### src/rtl/mult32_seq_pkg.sv
// Shared types and constants for the 32x32 sequential multiplier.
// Optional macro: MULT32_SEQ_EARLY_OUT_EN (single-step path for 16-bit operands).
package mult32_seq_pkg;

  typedef enum logic [1:0] {
    IDLE,
    ISSUE,
    DRAIN,
    DONE
  } state_e;

  localparam int STEP_W = 2;
  localparam logic [STEP_W-1:0] LAST_STEP = 2'd3;

  localparam logic [5:0] SHIFT_S0 = 6'd0;
  localparam logic [5:0] SHIFT_S1 = 6'd16;
  localparam logic [5:0] SHIFT_S2 = 6'd16;
  localparam logic [5:0] SHIFT_S3 = 6'd32;

  function automatic logic [5:0] step_shift(
    input logic [STEP_W-1:0] s
  );
    logic [5:0] r;
    unique case (s)
      2'd0: r = SHIFT_S0;
      2'd1: r = SHIFT_S1;
      2'd2: r = SHIFT_S2;
      default: r = SHIFT_S3;
    endcase
    return r;
  endfunction

  // 16-bit half widened to the 18-bit signed DSP port.
  function automatic logic [17:0] ext18(
    input logic [15:0] half,
    input logic        signed_flag
  );
    return {{2{signed_flag & half[15]}}, half};
  endfunction

endpackage

### src/rtl/mult18x18_1c.sv
// 18x18 DSP multiplier with a registered 36-bit product.
// One cycle latency; product register updates only while en is high.
module mult18x18_1c #(
  parameter bit SIGNEDA = 1'b1,
  parameter bit SIGNEDB = 1'b1
) (
  input  logic        clk,
  input  logic        rst,
  input  logic        en,
  input  logic [17:0] a,
  input  logic [17:0] b,
  output logic [35:0] p
);

  logic [35:0] a_x;
  logic [35:0] b_x;
  logic [35:0] prod;
  logic [35:0] p_d;
  logic [35:0] p_q;

  // Widen operands and select the next product register value.
  always_comb begin
    a_x  = SIGNEDA ? {{18{a[17]}}, a} : {18'b0, a};
    b_x  = SIGNEDB ? {{18{b[17]}}, b} : {18'b0, b};
    prod = a_x * b_x;
    p_d  = en ? prod : p_q;
  end

  // Product register.
  always_ff @(posedge clk or posedge rst) begin
    if (rst) p_q <= '0;
    else     p_q <= p_d;
  end

  assign p = p_q;

endmodule

### src/rtl/mult32_seq.sv
// 32x32->64 multiplier built from four 18x18 partial products.
// Optional macro: MULT32_SEQ_EARLY_OUT_EN skips steps 1..3 for 16-bit operands.
module mult32_seq
  import mult32_seq_pkg::*;
#(
  parameter int TAG_W = 4
) (
  input  logic             clk,
  input  logic             rst,
  input  logic             in_valid,
  output logic             in_ready,
  input  logic [31:0]      in_a,
  input  logic [31:0]      in_b,
  input  logic             in_signed_a,
  input  logic             in_signed_b,
  input  logic [TAG_W-1:0] in_tag,
  output logic             out_valid,
  input  logic             out_ready,
  output logic [63:0]      out_p,
  output logic [TAG_W-1:0] out_tag,
  output logic             busy
);

  state_e            state_q, state_d;
  logic [STEP_W-1:0] step_q, step_d;
  logic [STEP_W-1:0] last_q, last_d;
  logic [STEP_W-1:0] dstep_q, dstep_d;
  logic              vld_q, vld_d;
  logic [31:0]       a_q, a_d;
  logic [31:0]       b_q, b_d;
  logic              sa_q, sa_d;
  logic              sb_q, sb_d;
  logic [TAG_W-1:0]  tag_q, tag_d;
  logic [63:0]       acc_q, acc_d;
  logic              in_ready_q, in_ready_d;
  logic              out_valid_q, out_valid_d;
  logic              busy_q, busy_d;

  logic              mul_en;
  logic [17:0]       mul_a;
  logic [17:0]       mul_b;
  logic [35:0]       mul_p;
  logic [63:0]       prod_ext;

  // Partial-product operand select: step[1] picks A high, step[0] picks B high.
  always_comb begin
    mul_en   = (state_q == ISSUE);
    mul_a    = step_q[1] ? ext18(a_q[31:16], sa_q) : ext18(a_q[15:0], 1'b0);
    mul_b    = step_q[0] ? ext18(b_q[31:16], sb_q) : ext18(b_q[15:0], 1'b0);
    prod_ext = {{28{mul_p[35]}}, mul_p};
  end

  mult18x18_1c #(
    .SIGNEDA(1'b1),
    .SIGNEDB(1'b1)
  ) u_mul (
    .clk(clk),
    .rst(rst),
    .en (mul_en),
    .a  (mul_a),
    .b  (mul_b),
    .p  (mul_p)
  );

  // Sequencer next-state, accumulation and registered handshake outputs.
  always_comb begin
    state_d     = state_q;
    step_d      = step_q;
    last_d      = last_q;
    a_d         = a_q;
    b_d         = b_q;
    sa_d        = sa_q;
    sb_d        = sb_q;
    tag_d       = tag_q;
    acc_d       = acc_q;
    in_ready_d  = in_ready_q;
    out_valid_d = out_valid_q;
    busy_d      = busy_q;
    vld_d       = (state_q == ISSUE);
    dstep_d     = step_q;

    if (vld_q) begin
      acc_d = acc_q + (prod_ext << step_shift(dstep_q));
    end

    unique case (state_q)
      IDLE: begin
        if (in_valid) begin
          a_d        = in_a;
          b_d        = in_b;
          sa_d       = in_signed_a;
          sb_d       = in_signed_b;
          tag_d      = in_tag;
          acc_d      = '0;
          step_d     = '0;
          state_d    = ISSUE;
          in_ready_d = 1'b0;
          busy_d     = 1'b1;
`ifdef MULT32_SEQ_EARLY_OUT_EN
          last_d = (in_a[31:16] == 16'h0 && in_b[31:16] == 16'h0)
                   ? '0 : LAST_STEP;
`else
          last_d = LAST_STEP;
`endif
        end
      end
      ISSUE: begin
        if (step_q == last_q) state_d = DRAIN;
        else                  step_d  = step_q + 1'b1;
      end
      DRAIN: begin
        state_d     = DONE;
        out_valid_d = 1'b1;
      end
      DONE: begin
        if (out_ready) begin
          state_d     = IDLE;
          out_valid_d = 1'b0;
          busy_d      = 1'b0;
          in_ready_d  = 1'b1;
        end
      end
    endcase
  end

  // State register; reset aborts any operation in flight.
  always_ff @(posedge clk or posedge rst) begin
    if (rst) begin
      state_q     <= IDLE;
      step_q      <= '0;
      last_q      <= LAST_STEP;
      dstep_q     <= '0;
      vld_q       <= 1'b0;
      a_q         <= '0;
      b_q         <= '0;
      sa_q        <= 1'b0;
      sb_q        <= 1'b0;
      tag_q       <= '0;
      acc_q       <= '0;
      in_ready_q  <= 1'b1;
      out_valid_q <= 1'b0;
      busy_q      <= 1'b0;
    end else begin
      state_q     <= state_d;
      step_q      <= step_d;
      last_q      <= last_d;
      dstep_q     <= dstep_d;
      vld_q       <= vld_d;
      a_q         <= a_d;
      b_q         <= b_d;
      sa_q        <= sa_d;
      sb_q        <= sb_d;
      tag_q       <= tag_d;
      acc_q       <= acc_d;
      in_ready_q  <= in_ready_d;
      out_valid_q <= out_valid_d;
      busy_q      <= busy_d;
    end
  end

  assign in_ready  = in_ready_q;
  assign out_valid = out_valid_q;
  assign out_p     = acc_q;
  assign out_tag   = tag_q;
  assign busy      = busy_q;

endmodule

### config.mk
export PLATFORM = sky130hd
export DESIGN_NAME = mult32_seq
export DESIGN_NICKNAME = d
export VERILOG_FILES = /design/src/rtl/mult32_seq_pkg.sv /design/src/rtl/mult18x18_1c.sv /design/src/rtl/mult32_seq.sv
export SDC_FILE = /design/constraint.sdc
export NUM_CORES = 1
export LEC_CHECK = 0
export BUFFER_PORTS_ARGS = -buffer_cell sky130_fd_sc_hd__buf_4
export CAP_MARGIN = 25
export CORE_MARGIN = 2
export CORE_UTILIZATION = 45
export CTS_CLUSTER_DIAMETER = 200
export DETAILED_ROUTE_END_ITERATION = 10
export GPL_ROUTABILITY_DRIVEN = 0
export HOLD_SLACK_MARGIN = 0.03
export PLACE_DENSITY = 0.62
export SLEW_MARGIN = 10
export SYNTH_ARGS = -nofsm -noshare
export SYNTH_HDL_FRONTEND = slang
export SYNTH_SLANG_ARGS = --single-unit
### constraint.sdc
create_clock -name clk -period 10.3 [get_ports clk]
set_input_delay 3.09 -clock clk [delete_from_list [all_inputs] [get_ports clk]]
set_output_delay 3.09 -clock clk [all_outputs]
set_load 0.005 [all_outputs]
== Word-level counts from Yosys, hierarchy flattened ==
Cells that the tools add are included.
W data, S select, Z words.
Word-level totals
  register bits after elaboration: 180
  output and inout port bits: 71
  logic and storage cells: 62
  bits of input ports: 74
Operators by class
  shift operators: 1
  multipliers: 1
  equality and inequality tests: 10
  $add $sub $neg: 2
  multiplexer cells: 21
  reduce and logical (&&, ||, !) cells: 11
  bitwise gates (word level): 2
Operators by type and width (count)
  $mux W64: 3
  $add A64 B64 Y64: 1
  $shl A64 B6 Y64: 1
  $mul A18 B18 Y36: 1
  $mux W18: 2
  $pmux W6 S2: 1
  $mux W2: 5
  $reduce_and A3 Y1: 3
  $eq A2 B2 Y1 const B: 4
  $ne A2 B2 Y1 const B: 4
  $pmux W2 S4: 1
  $mux W6: 1
  $pmux W1 S2: 3
  $reduce_bool A2 Y1: 3
  $eq A2 B1 Y1 const B: 2
  $logic_not A2 Y1: 2
  $mux W1: 4
  $pmux W2 S2: 1
  $reduce_and A2 Y1: 2
  $add A2 B1 Y2 const B: 1
  $and A1 B1 Y1: 2
  $reduce_or A2 Y1: 1

== Longest topological paths before layout ==
Gate-level depths: netlist of run 1.
  depth after elaboration: 9
  depth in mapped cells: 28
  depth with buffers taken out: 26

== By module ==
A second synthesis of run 1 with hierarchy kept.
Second synthesis, totals
  cells, all modules: 2808
  area, all modules: 24319.6 um^2
By module, submodules not included
  mult18x18_1c: seq. area each 900.9 um^2, times used 1, area an instance 13633.1 um^2, cells each 1479
  mult32_seq: seq. area each 3604.7 um^2, times used 1, area an instance 10686.5 um^2, cells each 1329

== Least setup slack after synthesis of run 1 ==
Ideal clock, no wire load.
  path type: register to register
  start point: reg step_q[1] (netlist: dstep_d[1])
  end point: reg u_mul.p_q[34] (netlist: u_mul.p[34])
  buffers on the path: 3
  slack: 2.542 ns
  library setup time: 0.125 ns
  arrival time: 7.633 ns
  stages on the path, launching flop included: 27
  path through: dfrtp_1 clkbuf_1 clkbuf_1 clkbuf_1 mux2i_1 nor2_1 fa_1 inv_1 fa_1 fa_1 inv_1 fa_1 fa_1 inv_1 fa_1 inv_1 ha_1 a21o_1 a21o_1 a2111o_1 a41o_1 o211ai_2 a31oi_1 or4_1 a31o_1 xor2_1 mux2_2
Between the ends
  cells in the longest elaborated chain, start to end: 2
RTL lines
  start: declaration: RTL line mult32_seq.sv:25  | logic [STEP_W-1:0] step_q, step_d;
  start signal: assignment: RTL line mult32_seq.sv:145  | step_q <= step_d;
  $mux W18: RTL line mult32_seq.sv:48  | mul_a = step_q[1] ? ext18(a_q[31:16], sa_q) : ext18(a_q[15:0], 1'b0);
  $mul A18 B18 Y36: RTL line mult18x18_1c.sv:25  | prod = a_x * b_x;
  end signal: assignment: RTL line mult18x18_1c.sv:32  | else p_q <= p_d;
  end: declaration: RTL line mult18x18_1c.sv:19  | logic [35:0] p_q;
Every way passes these cells.
A chain may end at the register's enable or synchronous reset.

== Worst setup path in the final report of run 1 ==
  start point: reg step_q[0] (netlist: dstep_d[0])
  end point: reg u_mul.p_q[34] (netlist: u_mul.p[34])
Between the ends
  cells in the longest elaborated chain, start to end: 2
RTL lines
  $mux W18: RTL line mult32_seq.sv:49  | mul_b = step_q[0] ? ext18(b_q[31:16], sb_q) : ext18(b_q[15:0], 1'b0);
  $mul A18 B18 Y36: RTL line mult18x18_1c.sv:25
Every way passes these cells.

==> tab_implementation.tex, run 1 <==
\begin{tabular}{lr}
\hline
Metric & Value \\
\hline
\multicolumn{2}{l}{\textbf{Status}} \\
Outcome & finished, final reports clean \\
\multicolumn{2}{l}{\textbf{Clock network}} \\
Clock latency reported for the late side of the worst-skew pair & 0.51 ns \\
Clock Path Buffers & 2 \\
Total of cells resized after clock tree synthesis & 0 \\
Root buffer cell & clkbuf\_16 \\
Clock-pin slew reported for the worst setup and hold paths after clock tree synthesis & 0.08 ns \\
Hold-fix buffers at CTS & 0 \\
Clock sinks & 180 \\
Clock tree from TritonCTS & yes \\
Maximum level of the CTS H-tree & 4 \\
TritonCTS buffer count & 17 \\
Count of buffers added by post-CTS timing repair for setup & 0 \\
\multicolumn{2}{l}{\textbf{Timing}} \\
Fmax & 121 MHz \\
Slew headroom & 32.2\% \\
Final sum of negative setup slack & 0 ns \\
Number of slew-limit violations in the final report & 0 \\
Final clock period utilization by the worst path & 80.2\% \\
Final setup violation count & 0 \\
Setup repair after global routing missed its margin & false \\
Fin. Hold Viols & 0 \\
Minimum clock period & 8.26 ns \\
Worst setup margin & 2.04 ns \\
Skew final & between 0.015 and 0.02 ns \\
Worst Max-Slew Pin Slew & 0.989 ns \\
\multicolumn{2}{l}{\textbf{Logic synthesis}} \\
Async set-reset flop share out of synthesis & between 90\% and 100\% \\
Share of Yosys cell area claimed by the top area cell type & 27.5\% \\
Proportion of synthesized chip area in sequential cells & 19.3\% \\
Syn Nets & 3253 \\
Count of mapped cells out of synthesis & about 2700 \\
Post-synth top area cell & fa\_1 \\
Synth Register Bits & 180 \\
Yosys warns & 0 \\
Cell types with the largest area share after synthesis & fa\_1, dfrtp\_1, ha\_1 \\
Post-synthesis average cell area & slightly below 9 sq um \\
Cell area after synthesis & 0.0233 sq mm \\
Top flip-flop cell by instance count after synthesis & dfrtp\_1 \\
Number of distinct library cell variants in the gate-level netlist after synthesis & between 70 and 80 \\
EDFF count, synth & 0 \\
\multicolumn{2}{l}{\textbf{Final layout}} \\
Count of antenna diodes in the layout & 0 \\
Proportion of layout cells with a drive suffix above 1 & around 10\% \\
Nets@finish & 3326 \\
Area occupied by multi-input gates & 0.0170 sq mm \\
Area delta synth->final & 9.88\% \\
Post-layout util & 50.0\% \\
Area used by sequential logic in the layout & roughly 0.0045 sq mm \\
Post-route cell area & around 0.026 sq mm \\
Number of filler cells placed in the layout & 4932 \\
\multicolumn{2}{l}{\textbf{Routing}} \\
Number of nets with antenna violations after routing & 0 \\
Aggregate routed wire length & approximately 66000 microns \\
Initial drt markers & around 1500 \\
Count of vias placed by the detailed router & 19102 \\
Number of remaining DRC errors & 0 \\
First-pass detailed-route iteration total & 7 \\
Routed len/inst & 19.2 microns \\
Average vias per placed instance & 5.51 \\
\multicolumn{2}{l}{\textbf{Hold path}} \\
Class of the tightest hold or removal check & flip-flop to flip-flop \\
\multicolumn{2}{l}{\textbf{Critical path}} \\
Kind of start point of the critical path & flip-flop \\
Data required time at the worst endpoint & 10.68 ns \\
Category of the worst setup path capture point & flip-flop \\
Crit Path Max Fanout & 23 \\
CP Class & flip-flop to flip-flop \\
Endpoint arrival time on the critical path & 8.64 ns \\
\multicolumn{2}{l}{\textbf{Placed design}} \\
I/O Buffers & 144 \\
Pre-CTS setup slack & 2.14 ns \\
Detailed Place HPWL & 54100 microns \\
Cell area reported after detailed placement & approximately 0.025 sq mm \\
\multicolumn{2}{l}{\textbf{Floorplan}} \\
Cell row count & 83 \\
Height of the die & 232 microns \\
Die outline area & 0.0537 sq mm \\
Initial core utilization & 45.5\% \\
Count of pins on the block boundary & 145 \\
X dimension of the die & 232 microns \\
Core region area & 0.0513 sq mm \\
\multicolumn{2}{l}{\textbf{Global route}} \\
GRT Total Usage & 25.9\% \\
Wire length of the first global-routing pass & 108000 microns \\
Maximum number of pins on one net before global-route repair & 111 \\
Total global routing overflow & 0 \\
Number of global-route vias before repair & 20149 \\
Number of antenna violations at the first check in global routing & 0 \\
\multicolumn{2}{l}{\textbf{Flow run}} \\
Total of max-cap violations & 0 \\
\hline
\end{tabular}
## synth_stat cells (4+ instances only)
library cell  instances
a21oi_1             152
and2_1               26
clkbuf_1             97
fa_1                320
mux2i_1              81
a2111oi_0             4
nand2b_1              8
or3_1                 4
o21ai_0             100
mux2_2               61
nor2_1              268
nand3_1              30
o21bai_1             20
or2_2                 4
o21a_1               10
ha_1                161
and4_1                5
a31oi_1              14
a21o_1               31
nand2_1             474
nor2b_1              20
a31o_2                5
nand4_1              18
nor3_1               25
and3_1                7
buf_1                10
a211oi_1             11
xor2_1               24
xnor2_1              62
a41o_1                4
o211ai_1              8
inv_1               393
dfrtp_1             179
## through the flow
step	std cells	hold slack, ns
after floorplan	2698	0.376
after global placement	3428	0.457
after detailed placement	3430	0.461
after CTS	3462	0.480
after global routing	3464	0.504
final	3464	0.476
## path summary, 6_finish.rpt
| path | start | end | slack, ns | cells past startpoint |
|---|---|---|---|---|
| max | dstep_d[0]$_DFFE_PP0P_ | u_mul.p[34]$_DFFE_PP0P_ | 2.04 | 24 |
| min | b_q[30]$_DFFE_PP0P_ | b_q[30]$_DFFE_PP0P_ | 0.48 | 2 |
| max reg2reg | dstep_d[0]$_DFFE_PP0P_ | u_mul.p[34]$_DFFE_PP0P_ | 2.04 | 24 |
| min reg2reg | b_q[30]$_DFFE_PP0P_ | b_q[30]$_DFFE_PP0P_ | 0.48 | 2 |
| max in group asynchronous | rst | a_q[15]$_DFFE_PP0P_ | 6.19 | 3 |
| min in group asynchronous | rst | dstep_d[1]$_DFFE_PP0P_ | 2.73 | 2 |
## placed cells by master, fill, tap and decap left out, types with 6 or more instances in the layout
cell type,netlist,final
a211oi_1,11,11
a21o_1,31,31
a21oi_1,152,152
a31oi_1,14,14
and2_1,26,25
and3_1,7,7
buf_4,0,158
clkbuf_16,0,17
dfrtp_1,179,177
fa_1,320,320
ha_1,161,159
inv_1,393,392
inv_8,0,6
mux2_2,61,61
mux2i_1,81,81
nand2_1,474,473
nand2b_1,8,8
nand3_1,30,30
nand4_1,18,18
nor2_1,268,268
nor2b_1,20,20
nor3_1,25,25
o211ai_1,8,8
o21a_1,10,10
o21ai_0,100,100
o21bai_1,20,20
xnor2_1,62,62
xor2_1,24,24
## final cells by class
type / instances / area share, %
clock inverter: 13 / 0.600
clock buffer: 19 / 1.73
sequential: 180 / 17.6
timing repair buffer: 162 / 4.83
multi-input combinational: 2017 / 66.1
tap: 680 / 3.32
inverter: 393 / 5.78
## cells by family after synthesis
logic type      share of synthesized area (%)
simple gates                             15.9
buf+inv                                  8.07
fa+ha+maj                                36.1
compound gates                           10.9
flops                                    19.3
mux                                      6.42
xor+xnor                                 3.23
## flip-flops by register name (all words and copies together), names as in the netlist, 2 cells and up
register  cells
dstep_d       2
b_q          32
state_q       2
out_p        64
out_tag       4
dstep_q       2
u_mul.p      36
a_q          32
## worst max-delay path, stage by stage (launching register included)
cell,delay [ns]
dfrtp_1,0.92
buf_4,0.35
mux2i_1,0.68
nor2_1,0.14
fa_1,0.51
inv_1,0.05
fa_1,0.46
fa_1,0.52
inv_1,0.06
fa_1,0.49
fa_1,0.50
inv_1,0.05
fa_1,0.47
inv_1,0.04
ha_1,0.35
a21o_1,0.20
a21o_1,0.18
a2111o_1,0.40
a41o_1,0.30
o211ai_2,0.27
a31oi_1,0.15
or4_1,0.41
a31o_1,0.22
xor2_1,0.13
mux2_2,0.26
## layer usage
metal,routed length (microns),GRT usage [%],vias to the layer above
met5,0,0,-
met4,3170,12.2,0
li1,-,-,8811
met1,28300,33.1,9326
met2,30600,42.6,790
met3,4390,4.80,175
Power of run 1 is left out: the tool's default activity adds up to more than one toggle a clock period on the data nets, which glitch-free logic cannot reach.
==> inputs of run 2 (changes only) <==
--- a/config.mk
+++ b/config.mk
@@ -5,6 +5,7 @@
 export SDC_FILE = /design/constraint.sdc
 export NUM_CORES = 1
 export LEC_CHECK = 0
+export ABC_AREA = 1
 export BUFFER_PORTS_ARGS = -buffer_cell sky130_fd_sc_hd__buf_4
 export CAP_MARGIN = 25
 export CORE_MARGIN = 2
==> constraint.sdc (replaced) <==
create_clock -name clk -period 8 [get_ports clk]
set_input_delay 2.4 -clock clk [delete_from_list [all_inputs] [get_ports clk]]
set_output_delay 2.4 -clock clk [all_outputs]
set_load 0.005 [all_outputs]
==> run 2 against run 1 <==
Design area rose by 8.0%. Non-clock buffer count up 22. Utilization rose by 0.19 points. Global-route usage grew 2.6 points. Synthesized area grew 7.9%. Final cell count rose by 27%. Worst hold slack is essentially flat. Routed wire length grew 20%. Worst setup slack worse by 1.2 ns. Clock skew shrank 0.00099 ns. Critical path depth fell by 1.
==> tab_implementation.tex, run 2 <==
\begin{tabular}{lr}
\hline
Metric & Value \\
\hline
\multicolumn{2}{l}{\textbf{Status}} \\
Outcome & finished, final reports clean \\
\multicolumn{2}{l}{\textbf{Clock network}} \\
Clock tree from TritonCTS & yes \\
Maximum level of the CTS H-tree & 4 \\
Count of buffers added by post-CTS timing repair for setup & 0 \\
Hold-fix buffers at CTS & 0 \\
Clock sinks & 180 \\
Clock latency reported for the late side of the worst-skew pair & 0.49 ns \\
Total of cells resized after clock tree synthesis & 0 \\
Clock Path Buffers & 2 \\
Clock-pin slew reported for the worst setup and hold paths after clock tree synthesis & 0.07 ns \\
TritonCTS buffer count & 17 \\
Root buffer cell & clkbuf\_16 \\
\multicolumn{2}{l}{\textbf{Timing}} \\
Minimum clock period & 7.11 ns \\
Final sum of negative setup slack & 0 ns \\
Final setup violation count & 0 \\
Number of slew-limit violations in the final report & 0 \\
Slew headroom & around 28\% \\
Worst Max-Slew Pin Slew & 1.06 ns \\
Setup repair after global routing missed its margin & false \\
Skew final & 0.0166 ns \\
Worst setup margin & 0.888 ns \\
Fmax & 141 MHz \\
Final clock period utilization by the worst path & 88.9\% \\
Fin. Hold Viols & 0 \\
\multicolumn{2}{l}{\textbf{Global route}} \\
Wire length of the first global-routing pass & 126000 microns \\
Total global routing overflow & 0 \\
Maximum number of pins on one net before global-route repair & 130 \\
GRT Total Usage & 28.5\% \\
Number of antenna violations at the first check in global routing & 0 \\
Number of global-route vias before repair & 22954 \\
\multicolumn{2}{l}{\textbf{Placed design}} \\
Detailed Place HPWL & 66400 microns \\
Total placed cells including tap cells & approximately 4400 \\
Pre-CTS setup slack & around 0.94 ns \\
I/O Buffers & 144 \\
\multicolumn{2}{l}{\textbf{Flow run}} \\
Total of max-cap violations & 0 \\
\multicolumn{2}{l}{\textbf{Critical path}} \\
Register-to-register setup slack & 0.89 ns \\
R2r endpoint & u\_mul.p[33]\$\_DFFE\_PP0P\_ \\
Cell depth of the worst flop-to-flop path & 23 \\
Crit path buf inv count & 6 \\
Number of logic stages on the critical path including buffering & 23 \\
CP Class & flip-flop to flip-flop \\
Family with the most delay on the worst path & adder cells \\
Endpoint arrival time on the critical path & 7.46 ns \\
Origin of the worst setup path & dstep\_d[1]\$\_DFFE\_PP0P\_ \\
Startpoint of the worst-slack reg-to-reg timing path & dstep\_d[1]\$\_DFFE\_PP0P\_ \\
CP Cell Sequence & o21ai\_1 -> inv\_1 -> nand2\_1 -> fa\_1 -> fa\_1 -> inv\_1 -> ha\_1 -> inv\_1 -> fa\_1 -> inv\_1 -> fa\_1 -> inv\_1 -> fa\_1 -> inv\_1 -> ha\_1 -> nand2\_1 -> nor4\_2 -> a21oi\_2 -> or2\_1 -> nand2\_1 -> nand2\_1 -> nand3\_1 -> o21ai\_1 \\
Data required time at the worst endpoint & about 8.4 ns \\
Top cell by count, worst path & inv\_1 \\
Slowest stage cell on the critical path & o21ai\_1 \\
Kind of start point of the critical path & flip-flop \\
Crit Path Max Fanout & 20 \\
Category of the worst setup path capture point & flip-flop \\
Timing endpoint of the critical path & u\_mul.p[33]\$\_DFFE\_PP0P\_ \\
Crit-path max cell delay & 0.88 ns \\
\multicolumn{2}{l}{\textbf{Logic synthesis}} \\
Top flip-flop cell by instance count after synthesis & dfrtp\_1 \\
Post-synthesis average cell area & between 7 and 8 sq um \\
Syn Nets & around 4000 \\
EDFF count, synth & 0 \\
Most numerous cell in the Yosys netlist & nand2\_1 \\
Cell area after synthesis & 0.0252 sq mm \\
Cell types with the largest area share after synthesis & fa\_1, dfrtp\_1, nand2\_1 \\
Async set-reset flop share out of synthesis & between 90\% and 100\% \\
Commonest cells in the synthesized netlist & nand2\_1, inv\_1, nor2\_1, fa\_1, o21ai\_0 \\
Proportion of synthesized chip area in sequential cells & 17.9\% \\
Post-synth top area cell & fa\_1 \\
Number of distinct library cell variants in the gate-level netlist after synthesis & 47 \\
Yosys warns & 0 \\
Share of Yosys cell area claimed by the top area cell type & between 20\% and 30\% \\
Synth Register Bits & 180 \\
Count of mapped cells out of synthesis & about 3500 \\
\multicolumn{2}{l}{\textbf{Final layout}} \\
Number of filler cells placed in the layout & 5617 \\
Area delta synth->final & 9.99\% \\
Count of antenna diodes in the layout & 0 \\
Number of flip-flops under the largest register name & 64 \\
Nets@finish & 4189 \\
Post-layout util & 50.1\% \\
Highest-count cells in the layout ignoring fill and taps & nand2\_1, inv\_1, nor2\_1 \\
Most common cell after layout, fill and taps aside & nand2\_1 \\
Cell Count, Final, Fillers Out & 4395 \\
Proportion of layout cells with a drive suffix above 1 & 8.03\% \\
\multicolumn{2}{l}{\textbf{Routing}} \\
Aggregate routed wire length & 79500 microns \\
Average vias per placed instance & just over 5 \\
First-pass detailed-route iteration total & 5 \\
Number of remaining DRC errors & 0 \\
Initial drt markers & 1851 \\
Count of vias placed by the detailed router & 22691 \\
Number of nets with antenna violations after routing & 0 \\
Routed len/inst & $\sim$18 microns \\
\multicolumn{2}{l}{\textbf{Floorplan}} \\
Initial core utilization & 45.6\% \\
Count of pins on the block boundary & $\sim$150 \\
Die outline area & 0.0578 sq mm \\
Height of the die & between 200 and 250 microns \\
Cell row count & 86 \\
X dimension of the die & 240 microns \\
Core region area & 0.0552 sq mm \\
\multicolumn{2}{l}{\textbf{Hold path}} \\
Class of the tightest hold or removal check & flip-flop to flip-flop \\
\hline
\end{tabular}
## run 2: changes by cell type in the layout (fill, tap and decap cells not counted), moves of 50 or more
cell	previous run	this run
xnor2_1	62	12
nand2_1	473	869
o21ai_0	100	195
mux2i_1	81	1
inv_1	392	765
mux2_2	61	0
nor2_1	268	402
nand3_1	30	122
## run 2: routing by layer
metal	global-route usage [%]	share of wire, %	vias up
li1	-	-	10897
met1	36.3	42	10767
met2	47.1	46	828
met3	3.71	6.0	199
met4	15.3	5.9	0
met5	0	0	-
## run 2: metrics by stage
step | hold slack [ns] | instance area (sq um)
after floorplan | 0.375 | 25200
after global placement | 0.459 | 27100
after detailed placement | 0.461 | 27100
after CTS | 0.481 | 27700
after global routing | 0.491 | 27700
final | 0.476 | 27700
## run 2: cell type report
type / count / area (sq um) / area share (%)
Multi-Input combinational cell: 2476 / 17400 / 62.8
Sequential cell: 180 / 4510 / 16.3
Inverter: 775 / 2920 / 10.5
Timing Repair Buffer: 184 / 1400 / 5.06
Tap cell: 748 / 936 / 3.38
Clock buffer: 21 / 440 / 1.59
Clock inverter: 11 / 97.6 / 0.353
## run 2: worst min path at each step
stage          slack, ns  depth (start not counted)                    to              startpoint
2_1_floorplan       0.37                          0  dstep_q[0]$_DFF_PP0_  dstep_d[0]$_DFFE_PP0P_
3_3_place_gp        0.46                          2   a_q[10]$_DFFE_PP0P_     a_q[10]$_DFFE_PP0P_
3_5_place_dp        0.46                          2   a_q[11]$_DFFE_PP0P_     a_q[11]$_DFFE_PP0P_
4_1_cts             0.48                          2   a_q[11]$_DFFE_PP0P_     a_q[11]$_DFFE_PP0P_
5_1_grt             0.49                          2   a_q[12]$_DFFE_PP0P_     a_q[12]$_DFFE_PP0P_
6_report            0.48                          2   a_q[11]$_DFFE_PP0P_     a_q[11]$_DFFE_PP0P_
## run 2: logic make-up (layout without fill, tap and decap cells)
| logic type | Yosys count | after routing | share of synthesized area, % |
|---|---|---|---|
| compound gates | 443 | 443 | 9.73 |
| xor+xnor | 40 | 40 | 1.39 |
| fa+ha+maj | 481 | 481 | 33.5 |
| buf+inv | 870 | 991 | 13.1 |
| flops | 180 | 180 | 17.9 |
| mux | 1 | 1 | 0.0398 |
| simple gates | 1511 | 1511 | 24.4 |
## run 2: worst register-to-register path, stage by stage (launching register included)
cell	delay, ns
dfrtp_1	0.60
o21ai_1	0.89
inv_1	0.53
nand2_1	0.23
fa_1	0.49
fa_1	0.53
inv_1	0.04
ha_1	0.28
inv_1	0.09
fa_1	0.51
inv_1	0.05
fa_1	0.52
inv_1	0.05
fa_1	0.47
inv_1	0.04
ha_1	0.34
nand2_1	0.14
nor4_2	0.42
a21oi_2	0.15
or2_1	0.28
nand2_1	0.08
nand2_1	0.05
nand3_1	0.13
o21ai_1	0.08
Power of run 2 is left out for the same reason.
